--- config.mk ---
export PLATFORM = sky130hd
export DESIGN_NAME = clock_gen_param_flat
export DESIGN_NICKNAME = d
export VERILOG_FILES = /design/src/rtl/clock_gen_param_if.sv /design/src/rtl/clock_gen_param.sv /design/src/flat_wrapper.sv
export SDC_FILE = /design/constraint.sdc
export NUM_CORES = 1
export LEC_CHECK = 0
export ABC_AREA = 1
export CAP_MARGIN = 40
export CORE_AREA = 2 2 67 69
export DETAILED_ROUTE_END_ITERATION = 10
export DIE_AREA = 0 0 69 71
export PLACE_DENSITY_LB_ADDON = 0.2
export SETUP_SLACK_MARGIN = 0.15
export SLEW_MARGIN = 30
export SYNTH_ARGS = -nofsm -noshare
export SYNTH_HDL_FRONTEND = slang
export SYNTH_SLANG_ARGS = --single-unit
export TNS_END_PERCENT = 20
--- constraint.sdc ---
create_clock -name sys_clock -period 4.99 [get_ports sys_clock]
set_clock_uncertainty 0.05 [all_clocks]
set_input_delay 0.998 -clock sys_clock [delete_from_list [all_inputs] [get_ports sys_clock]]
set_output_delay 0.998 -clock sys_clock [all_outputs]
set_load 0.005 [all_outputs]
--- src/rtl/clock_gen_param_if.sv ---
// Control and strobe bundle of the parametrised clock-enable generator.
// The master side is the generator; the slave side is its consumer.
interface clock_gen_param_if #(
    parameter int STAT_W = 16
);
    logic              turbo;
    logic              rf_enable;
    logic              pause_req;
    logic              stat_clear;
    logic              pixel_clken;
    logic              cpu_clken;
    logic              cpu_clken_noRF;
    logic              rf_cycle;
    logic              line_start;
    logic              pause_ack;
    logic              cpu_clock;
    logic [STAT_W-1:0] rf_stolen;

    modport master (
        input  turbo, rf_enable, pause_req, stat_clear,
        output pixel_clken, cpu_clken, cpu_clken_noRF,
        output rf_cycle, line_start, pause_ack,
        output cpu_clock, rf_stolen
    );

    modport slave (
        output turbo, rf_enable, pause_req, stat_clear,
        input  pixel_clken, cpu_clken, cpu_clken_noRF,
        input  rf_cycle, line_start, pause_ack,
        input  cpu_clock, rf_stolen
    );
endinterface

--- src/rtl/clock_gen_param.sv ---
// Clock-enable generator: pixel/CPU enables, refresh slot stealing,
// turbo divisor, pause handshake and a saturating stolen-slot count.
module clock_gen_param #(
    parameter int CPU_DIVISOR   = 56,
    parameter int TURBO_DIVISOR = 4,
    parameter int PIXEL_DIVISOR = 8,
    parameter int LINE_TICKS    = 65,
    parameter int RF_FIRST      = 25,
    parameter int RF_STEP       = 10,
    parameter int RF_COUNT      = 4,
    parameter int STAT_W        = 16
) (
    input logic sys_clock,
    input logic reset,
    clock_gen_param_if.master bus
);
    localparam int CW = $clog2(CPU_DIVISOR);
    localparam int PW = $clog2(PIXEL_DIVISOR);
    localparam int LW = (LINE_TICKS > 1) ? $clog2(LINE_TICKS) : 1;

    localparam logic [CW-1:0] CPU_LAST = CW'(CPU_DIVISOR - 1);
    localparam logic [CW-1:0] TRB_LAST = CW'(TURBO_DIVISOR - 1);
    localparam logic [PW-1:0] PIX_LAST = PW'(PIXEL_DIVISOR - 1);
    localparam logic [PW-1:0] PIX_HALF = PW'(PIXEL_DIVISOR / 2);
    localparam logic [LW-1:0] LIN_LAST = LW'(LINE_TICKS - 1);

    localparam logic [0:0] RUN    = 1'b0;
    localparam logic [0:0] PAUSED = 1'b1;

    logic [PW-1:0]     pix_q, pix_d;
    logic [CW-1:0]     cpu_q, cpu_d;
    logic [LW-1:0]     line_q, line_d;
    logic              turbo_q, turbo_d;
    logic [0:0]        state_q, state_d;
    logic [STAT_W-1:0] stat_q, stat_d;

    logic slot;
    logic wrap;
    logic rf_hit;
    logic rf_now;

    assign slot = (cpu_q == '0);
    assign wrap = (cpu_q == (turbo_q ? TRB_LAST : CPU_LAST));

    assign pix_d   = (pix_q == PIX_LAST) ? '0 : pix_q + PW'(1);
    assign cpu_d   = wrap ? '0 : cpu_q + CW'(1);
    assign turbo_d = wrap ? bus.turbo : turbo_q;

    always_comb begin
        line_d = line_q;
        if (slot) begin
            line_d = (line_q == LIN_LAST) ? '0 : line_q + LW'(1);
        end
    end

    always_comb begin
        rf_hit = 1'b0;
        for (int k = 0; k < RF_COUNT; k++) begin
            if (int'(line_q) == RF_FIRST + k * RF_STEP) begin
                rf_hit = 1'b1;
            end
        end
    end

    assign rf_now = slot && bus.rf_enable && rf_hit;

    // The pause request is only looked at on slot ticks.
    always_comb begin
        state_d = state_q;
        if (slot) begin
            unique case (state_q)
                RUN:     if (bus.pause_req)  state_d = PAUSED;
                PAUSED:  if (!bus.pause_req) state_d = RUN;
                default: state_d = RUN;
            endcase
        end
    end

    always_comb begin
        stat_d = stat_q;
        if (bus.stat_clear) begin
            stat_d = '0;
        end else if (rf_now && stat_q != '1) begin
            stat_d = stat_q + STAT_W'(1);
        end
    end

    always_ff @(posedge sys_clock or posedge reset) begin
        if (reset) begin
            pix_q   <= '0;
            cpu_q   <= '0;
            line_q  <= '0;
            turbo_q <= 1'b0;
            state_q <= RUN;
            stat_q  <= '0;
        end else begin
            pix_q   <= pix_d;
            cpu_q   <= cpu_d;
            line_q  <= line_d;
            turbo_q <= turbo_d;
            state_q <= state_d;
            stat_q  <= stat_d;
        end
    end

    // Counters sit at zero in reset, so strobes are masked explicitly.
    assign bus.pixel_clken    = !reset && (pix_q == '0);
    assign bus.cpu_clock      = !reset && (pix_q < PIX_HALF);
    assign bus.cpu_clken_noRF = !reset && slot;
    assign bus.rf_cycle       = !reset && rf_now;
    assign bus.line_start     = !reset && slot && (line_q == '0);
    assign bus.pause_ack      = !reset && (state_q == PAUSED);
    assign bus.cpu_clken      = !reset && slot && !rf_now
                                && (state_d == RUN);
    assign bus.rf_stolen      = stat_q;
endmodule

--- src/flat_wrapper.sv ---
// flat-port wrapper written by rule: the top's interface ports become plain ports
module clock_gen_param_flat 
#(
    parameter int CPU_DIVISOR   = 56,
    parameter int TURBO_DIVISOR = 4,
    parameter int PIXEL_DIVISOR = 8,
    parameter int LINE_TICKS    = 65,
    parameter int RF_FIRST      = 25,
    parameter int RF_STEP       = 10,
    parameter int RF_COUNT      = 4,
    parameter int STAT_W        = 16
)
  (sys_clock, reset, bus_turbo, bus_rf_enable, bus_pause_req, bus_stat_clear, bus_pixel_clken, bus_cpu_clken, bus_cpu_clken_noRF, bus_rf_cycle, bus_line_start, bus_pause_ack, bus_cpu_clock, bus_rf_stolen);
  clock_gen_param_if #(.STAT_W(STAT_W)) bus_i ();
  input logic sys_clock;
  input logic reset;
  input wire logic [$bits(bus_i.turbo)-1:0] bus_turbo;
  input wire logic [$bits(bus_i.rf_enable)-1:0] bus_rf_enable;
  input wire logic [$bits(bus_i.pause_req)-1:0] bus_pause_req;
  input wire logic [$bits(bus_i.stat_clear)-1:0] bus_stat_clear;
  output wire logic [$bits(bus_i.pixel_clken)-1:0] bus_pixel_clken;
  output wire logic [$bits(bus_i.cpu_clken)-1:0] bus_cpu_clken;
  output wire logic [$bits(bus_i.cpu_clken_noRF)-1:0] bus_cpu_clken_noRF;
  output wire logic [$bits(bus_i.rf_cycle)-1:0] bus_rf_cycle;
  output wire logic [$bits(bus_i.line_start)-1:0] bus_line_start;
  output wire logic [$bits(bus_i.pause_ack)-1:0] bus_pause_ack;
  output wire logic [$bits(bus_i.cpu_clock)-1:0] bus_cpu_clock;
  output wire logic [$bits(bus_i.rf_stolen)-1:0] bus_rf_stolen;
  assign bus_i.turbo = bus_turbo;
  assign bus_i.rf_enable = bus_rf_enable;
  assign bus_i.pause_req = bus_pause_req;
  assign bus_i.stat_clear = bus_stat_clear;
  assign bus_pixel_clken = bus_i.pixel_clken;
  assign bus_cpu_clken = bus_i.cpu_clken;
  assign bus_cpu_clken_noRF = bus_i.cpu_clken_noRF;
  assign bus_rf_cycle = bus_i.rf_cycle;
  assign bus_line_start = bus_i.line_start;
  assign bus_pause_ack = bus_i.pause_ack;
  assign bus_cpu_clock = bus_i.cpu_clock;
  assign bus_rf_stolen = bus_i.rf_stolen;
  clock_gen_param #(.CPU_DIVISOR(CPU_DIVISOR), .TURBO_DIVISOR(TURBO_DIVISOR), .PIXEL_DIVISOR(PIXEL_DIVISOR), .LINE_TICKS(LINE_TICKS), .RF_FIRST(RF_FIRST), .RF_STEP(RF_STEP), .RF_COUNT(RF_COUNT), .STAT_W(STAT_W)) u_core (.sys_clock(sys_clock), .reset(reset), .bus(bus_i));
endmodule
# After elaboration in Yosys (flattened, before gate mapping)
# Cells that the tools add are included.
[totals]
output_inout_bits = 23
in_bits = 6
ff_bits = 34
elab_cells = 49
[op_classes]
addsub = 4
n_mux = 12
n_eq_ne = 8
reduce_logical = 17
n_lt_le_gt_ge = 1
bitwise = 1
[op_table]
columns = ["operator", "n"]
rows = [
  ["16-bit 2-to-1 mux", 2],
  ["7-bit equality test (second input constant)", 4],
  ["16-bit by 1-bit adder with 16-bit output (second input constant)", 1],
  ["16-bit != test (second input constant)", 1],
  ["6-bit 2-to-1 mux", 2],
  ["1-bit logical AND", 11],
  ["7-bit by 1-bit adder with 7-bit output (second input constant)", 1],
  ["7-bit by 6-bit equality test with 1-bit output (second input constant)", 1],
  ["7-bit zero test", 1],
  ["7-bit 2-to-1 mux", 1],
  ["6-bit by 1-bit adder with 6-bit output (second input constant)", 1],
  ["6-bit equality test", 1],
  ["6-bit zero test", 1],
  ["1-bit 2-to-1 mux", 6],
  ["3-bit by 1-bit adder with 3-bit output (second input constant)", 1],
  ["3-bit equality test (second input constant)", 1],
  ["3-bit zero test", 1],
  ["3-bit less-than comparator (second input constant)", 1],
  ["3-bit 2-to-1 mux", 1],
  ["1-bit zero test", 2],
  ["2-bit nonzero test", 1],
  ["1-bit inverter", 1],
]

# Longest topological paths before layout
# Gate-level depths: netlist (run 1).
[depth]
depth_word = 9
depth_mapped = 13
ltp_nobuf = 12

# Worst setup path after synthesis (run 1)
# Ideal clock, no wire load.
[synth_timing]
path_type = "input -> output"
startpoint = "input reset"
endpoint = "output bus_cpu_clken"
path_slack_ns = 1.797
n_path_buf = 0
t_arrival_ns = 2.145
required_ns = 3.942
cell_stages = 5
cell_sequence = "inv_1 nand2_1 inv_1 nand2_1 nor2_1"
[synth_via]
elab_chain_cells = 4
[synth_rtl]
columns = ["item", "line_no", "text"]
rows = [
  ["start, declared", "flat_wrapper.sv:16", "input logic reset;"],
  ["1-bit zero test (no source line)", "-", ""],
  ["1-bit logical AND", "-", ""],
  ["named net bus_cpu_clken_noRF", "flat_wrapper.sv:23", "output wire logic [$bits(bus_i.cpu_clken_noRF)-1:0] bus_cpu_clken_noRF;"],
  ["1-bit logical AND", "clock_gen_param.sv:113", "assign bus.cpu_clken = !reset && slot && !rf_now"],
  ["1-bit logical AND", "clock_gen_param.sv:114", "&& (state_d == RUN);"],
  ["end, declared", "flat_wrapper.sv:22", "output wire logic [$bits(bus_i.cpu_clken)-1:0] bus_cpu_clken;"],
]
# The timed path passes the listed nets, and every way through them passes these cells.

# Worst setup path in the final report (run 1)
[layout_timing]
startpoint = "input bus_rf_enable"
endpoint = "output bus_rf_cycle"
[layout_via]
elab_chain_cells = 3
[layout_rtl]
columns = ["item", "line_no", "text"]
rows = [
  ["start, declared", "flat_wrapper.sv:18", "input wire logic [$bits(bus_i.rf_enable)-1:0] bus_rf_enable;"],
  ["1-bit logical AND (2 in a row)", "clock_gen_param.sv:65", "assign rf_now = slot && bus.rf_enable && rf_hit;"],
  ["1-bit logical AND", "clock_gen_param.sv:110", "assign bus.rf_cycle = !reset && rf_now;"],
  ["end, declared", "flat_wrapper.sv:24", "output wire logic [$bits(bus_i.rf_cycle)-1:0] bus_rf_cycle;"],
]
# No other way between the ends.

==> results of run 1 <==
worst max-delay path, delay by kind of cell:
family	cells	cell delay (ps)
buf+inv	3	1000
simple gates	3	390
state kept, by name (all words and copies together), names as in the netlist:
register / cells
u_core.turbo_q: 1
u_core.bus.rf_stolen: 16
u_core.line_q: 7
u_core.cpu_q: 6
u_core.state_q: 1
u_core.pix_q: 3
how the worst max path moves through the flow:
stage                     slack [ps]              to     startpoint
after floorplan                 1800   bus_cpu_clken          reset
after global placement          1590  bus_line_start          reset
after detailed placement        1570   bus_cpu_clken          reset
after CTS                       1550    bus_rf_cycle  bus_rf_enable
after global routing            1400   bus_cpu_clken          reset
final                           1560    bus_rf_cycle  bus_rf_enable
cell type report:
class	instances	area, um2	share of cell area (%)
sequential	34	850.8	33.46
clock buffer	6	82.58	3.248
tap	52	65.06	2.559
inverter	46	172.7	6.791
multi-input combinational	219	1084	42.62
timing repair buffer	29	287.8	11.32
synthesized netlist by cell type:
cell | n | area share [%]
nand2_1 | 89 | 15
nor2_1 | 45 | 7.8
inv_1 | 43 | 7.5
dfrtp_1 | 34 | 39
nand3_1 | 31 | 7.2
ha_1 | 9 | 5.2
o21ai_0 | 7 | 1.6
nand4_1 | 6 | 1.7
nor3_1 | 6 | 1.4
xor2_1 | 6 | 2.4
buf_2 | 3 | 0.70
a21oi_1 | 2 | 0.46
inv_2 | 2 | 0.35
nor2_2 | 2 | 0.58
nor3b_1 | 2 | 0.70
o21bai_1 | 2 | 0.70
xnor2_1 | 2 | 0.81
a22oi_1 | 1 | 0.35
a31o_2 | 1 | 0.41
a31oi_1 | 1 | 0.29
buf_4 | 1 | 0.35
buf_6 | 1 | 0.52
buf_8 | 1 | 0.70
clkbuf_1 | 1 | 0.17
clkinv_1 | 1 | 0.17
nand2_2 | 1 | 0.29
nand2_4 | 1 | 0.52
nand3_2 | 1 | 0.46
nand3_4 | 1 | 0.81
nand3b_1 | 1 | 0.35
nor4_1 | 1 | 0.29
or2_2 | 1 | 0.29
report_power, final:
part / internal, mW / switching [mW] / leakage (nW)
clock: 0.106 / 0.0962 / 0.0431
sequential: 0.316 / 0.0423 / 0.449
combinational: 0.0616 / 0.0873 / 0.773
stage by stage:
step | util [%] | area, um2
final | 60.48 | 2542
after global placement | 58.51 | 2460
after CTS | 60.48 | 2542
after detailed placement | 58.51 | 2460
after floorplan | - | 2160
after global routing | 60.48 | 2542
cells by family after synthesis:
group                      after synthesis  share of synthesized area [%]
buffers and inverters                   53                          10.43
DFF                                     34                          39.40
xor gates and xnor gates                 8                          3.245
adders and majority gates                9                          5.214
AOI/OAI and AO/OA                       14                          3.824
and+or+nand+nor                        188                          37.89
layout by cell type (no fill, tap or decap):
cell / instances
a21oi_1: 2
a22oi_1: 1
a31o_2: 1
a31oi_1: 1
buf_4: 1
clkbuf_8: 6
clkdlybuf4s50_1: 28
clkinv_1: 1
dfrtp_1: 34
ha_1: 9
inv_1: 43
inv_2: 2
nand2_1: 89
nand2_2: 1
nand2_4: 1
nand3_1: 31
nand3_2: 1
nand3_4: 1
nand3b_1: 1
nand4_1: 6
nor2_1: 45
nor2_2: 2
nor3_1: 6
nor3b_1: 2
nor4_1: 1
o21ai_0: 7
o21bai_1: 2
or2_2: 1
xnor2_1: 2
xor2_1: 6
metal layers:
layer,share of wire [%],vias to the layer above,wire (um),track usage [%]
li1,-,1005,-,-
met1,48,901,2195,25.64
met2,49,36,2232,35.15
met3,2.7,2,126,4.986
met4,0.72,0,33,5.882
met5,0,-,0,0
==> results.tsv, run 1 <==
metric	value	unit
vias_per_cell	5.036	
initial_core_util	51.37	%
h-tree-depth	2	
cp.required	3940	ps
clk_latency	280	ps
hp-start	u_core.pix_q[0]$_DFF_PP0_	
drtIter0Drc	123	
vdd_drop_max	0.1623	mV
wl	4.588	mm
syn-cell-area	2160	um2
rows	24	
yosys_warnings	0	
hold_path.class	flip-flop to flip-flop	
detail_route.first_pass.iterations	5	
cp-start-kind	input pin	
place.port_buffers	28	
r2r_slack	3160	ps
hold_violations	0	
reg2reg_to	u_core.bus.rf_stolen[13]$_DFFE_PP0P_	
die_h	71	um
drcViolationCount	0	
path_common_cell	clkdlybuf4s50_1	
fillers	402	
crit_path_end_kind	primary output	
min_to	u_core.pix_q[0]$_DFF_PP0_	
core	4204	um2
pre_cts_slack	1566	ps
cp_max_fo	2	
grt_usage	20.42	%
path_clk_slew	60	ps
cts_made_buffers	5	
stdcell_count	386	
slew_headroom	57.59	%
cts_resized	0	
cts_tree	built	
wl_per_cell	11.89	um
outcome	finished, final reports clean	
dieArea	4899	um2
overflow	0	
dp_hpwl	3.167	mm
critPathKind	input pin to primary output	
crit_chain	clkdlybuf4s50_1, inv_1, nor2_2, nand2_1, nor2_1, clkdlybuf4s50_1	
reg2regPathDepth	8	
cts_setup_buffers	0	
power	709.9	uW
p_per_area	279.2	nW/um2
slowest_delay	500	ps
nets	350	
area_growth_syn_to_layout	17.73	%
whs_path_depth	1	
cts.hold.buffers_added	0	
whs	412.6	ps
drive_gt1_share	5.090	%
grt_first_pass_wirelength	8.293	mm
worst_slack	1563	ps
ys_seq_area_share	39.40	%
ctsRootBufferMaster	clkbuf_8	
cts_buffer_depth	2	
fp.dieW	69	um
gp_congestion	0.8309	
tightest_slew	634.1	ps
fin_setup_tns	0	ps
vias	1944	
drv_slew	0	
period_minus_slack	3427	ps
finalSetupViolCount	0	
fmaxAchievable	291.8	MHz
cap_viol_max_count	0	
grt_pass1_vias	1900	
r2r_start	u_core.bus.rf_stolen[0]$_DFFE_PP0P_	
diodes	0	
synth_fp_nets	321	
yosysUniqueCellTypes	32	
finalCritPeriodShare	68.67	%
dp_cells	380	
leakage	1.265	nW
antenna_found_initial	0	
cts_sinks	34	
grt_start_max_net_pins	35	
ys_ff_latch	34	
ant_nets	0	
io_pins	29	
avgSynthCellArea	7.057	um2
rsz0062_at_grt	no	
crit_slowest_cell	clkdlybuf4s50_1	
worstPathArrival	2380	ps
synthCells	306	
(Power assumes the default switching activity.)
==> run 2, diff against run 1 <==
- CORE_AREA: 2 2 67 69 -> 2 2 69 71
- DIE_AREA: 0 0 69 71 -> 0 0 71 73
- clock period: 4.99 -> 3.1 ns (I/O delays scaled with it)
==> run 2 against run 1 <==
  * Flip-flop and latch count is the same
  * Final cell count grew 1.8%
  * Sequential share of layout area shrank 0.66 points
  * Power grew 71%
  * Combinational power grew 58%
  * Die area grew 5.8%
  * Global-route usage shrank 0.64 points
  * Non-clock buffer count grew 3
  * Worst hold slack gained 8.2 ps
  * Clock-buffer cell count shrank 1
  * Routed wire length grew 0.54%
==> results.tsv, run 2 (same netlist as run 1, synthesis figures left out) <==
metric	value	unit
power	1.217	mW
overflow	0	
slew_headroom	61.15	%
whs_path_depth	1	
path_delay_family	buffers and inverters	
die_h	73	um
cts.hold.buffers_added	0	
path_buf_inv	4	
cts_tree	built	
wl_per_cell	11.74	um
vias_per_cell	4.952	
drcViolationCount	0	
antenna_found_initial	0	
grt_first_pass_wirelength	8.183	mm
area_growth_syn_to_layout	20.10	%
clkPwrFrac	33.5	%
fillers	418	
pwr-share-seq	47.1	%
final_cell_mix	89 x nand2_1, 45 x nor2_1, 42 x inv_1, 34 x dfrtp_1, 31 x nand3_1	
io_pins	29	
core	4536	um2
wl	4.613	mm
cp.depth	9	
h-tree-depth	2	
p_comb_share	19.3	%
rows	25	
cts_made_buffers	5	
rsz0062_at_grt	no	
fmaxAchievable	355.7	MHz
ant_nets	0	
drtIter0Drc	87	
cp_max_fo	9	
grt_pass1_vias	1894	
diodes	0	
drv_slew	0	
drive_gt1_share	6.785	%
finalSetupViolCount	0	
grt_start_max_net_pins	35	
initial_core_util	47.61	%
fp.dieW	71	um
p_per_area	469.3	nW/um2
p_switching	373.7	uW
cap_viol_max_count	0	
dieArea	5183	um2
hold_path.class	flip-flop to flip-flop	
grt_usage	19.78	%
clk_latency	290	ps
reg2regPathDepth	8	
cp.required	2430	ps
critPathKind	flip-flop to primary output	
mostFrequentLayoutCell	nand2_1	
crit_chain	inv_1, ha_1, nand4_1, inv_2, nand2_1, inv_1, nand2_1, nor2_1, clkdlybuf4s50_1	
leakage	1.293	nW
cts_buffer_depth	2	
worstPathArrival	2140	ps
place.port_buffers	28	
intPower	843.6	uW
vias	1946	
tightest_slew	579.1	ps
period_minus_slack	2811	ps
slowest_delay	530	ps
hold_violations	0	
nets	353	
netSwitchingFraction	30.70	%
largest_reg_flops	16	
dp_hpwl	3.199	mm
cp-start-kind	flip-flop	
vdd_drop_max	0.2372	mV
gp_congestion	0.8771	
finalCritPeriodShare	90.68	%
detail_route.first_pass.iterations	5	
cts_sinks	34	
outcome	finished, final reports clean	
ctsRootBufferMaster	clkbuf_8	
crit_slowest_cell	clkdlybuf4s50_1	
path_clk_slew	70	ps
fin_setup_tns	0	ps
crit_path_end_kind	primary output	
whs	420.8	ps
-- run 2: what timing repair did --
| action | 4_1_cts | 5_1_grt |
|---|---|---|
| endpoints found under the setup margin | 0 | 2 |
| gates resized for setup | 0 | 1 |
| setup buffers | 0 | 2 |
| endpoints found under the hold margin | 0 | 0 |
-- run 2: path summary, 6_finish.rpt --
| path | from | end | slack [ps] |
|---|---|---|---|
| max | u_core.cpu_q[0]$_DFF_PP0_ | bus_cpu_clken | 290 |
| min | u_core.pix_q[0]$_DFF_PP0_ | u_core.pix_q[0]$_DFF_PP0_ | 420 |
| max reg2reg | u_core.bus.rf_stolen[0]$_DFFE_PP0P_ | u_core.bus.rf_stolen[14]$_DFFE_PP0P_ | 1230 |
| min reg2reg | u_core.pix_q[0]$_DFF_PP0_ | u_core.pix_q[0]$_DFF_PP0_ | 420 |
| max in group asynchronous | reset | u_core.bus.rf_stolen[12]$_DFFE_PP0P_ | 1860 |
| min in group asynchronous | reset | u_core.state_q$_DFF_PP0_ | 820 |
-- run 2: worst register-to-register path, stage by stage (launching register included) --
cell and delay (ps):
dfrtp_1 420, ha_1 240, nand3_2 110, nor2_2 180
nand3_1 150, nand3_4 250, nand2_4 180, nand2_1 110
nand2_1 60
-- run 2: power by group through the flow --
stage | combinational [mW] | sequential (mW) | clock [mW]
after floorplan | 0.194 | 0.561 | 0
after global routing | 0.278 | 0.584 | 0.434
after global placement | 0.234 | 0.579 | 0
after CTS | 0.236 | 0.574 | 0.419
after detailed placement | 0.234 | 0.583 | 0
final | 0.235 | 0.574 | 0.408
-- run 2: per-layer routing --
metal | track usage, % | share of wire [%] | vias to the layer above
met5 | 0 | 0 | -
met4 | 9.644 | 1.8 | 0
met3 | 4.420 | 3.4 | 8
met2 | 32.19 | 48 | 27
met1 | 24.98 | 46 | 895
li1 | - | - | 1016
-- run 2: cell type report --
cell class	count	area, um2	area share (%)
Clock buffer	5	68.82	2.653
Clock inverter	3	40.04	1.544
Inverter	46	172.7	6.657
Multi-Input combinational cell	219	1084	41.78
Sequential cell	34	850.8	32.80
Tap cell	54	67.56	2.605
Timing Repair Buffer	32	310.3	11.96
-- run 2: per-stage QoR --
step | cell area, um2 | std cells | setup WS [ps] | utilization (%)
final | 2594 | 393 | 288.9 | 57.19
after global routing | 2594 | 393 | 160.3 | 57.19
after CTS | 2579 | 391 | 158.2 | 56.86
after detailed placement | 2470 | 383 | 406.4 | 54.46
after global placement | 2470 | 383 | 448.0 | 54.46
after floorplan | 2160 | 306 | 663.1 | -
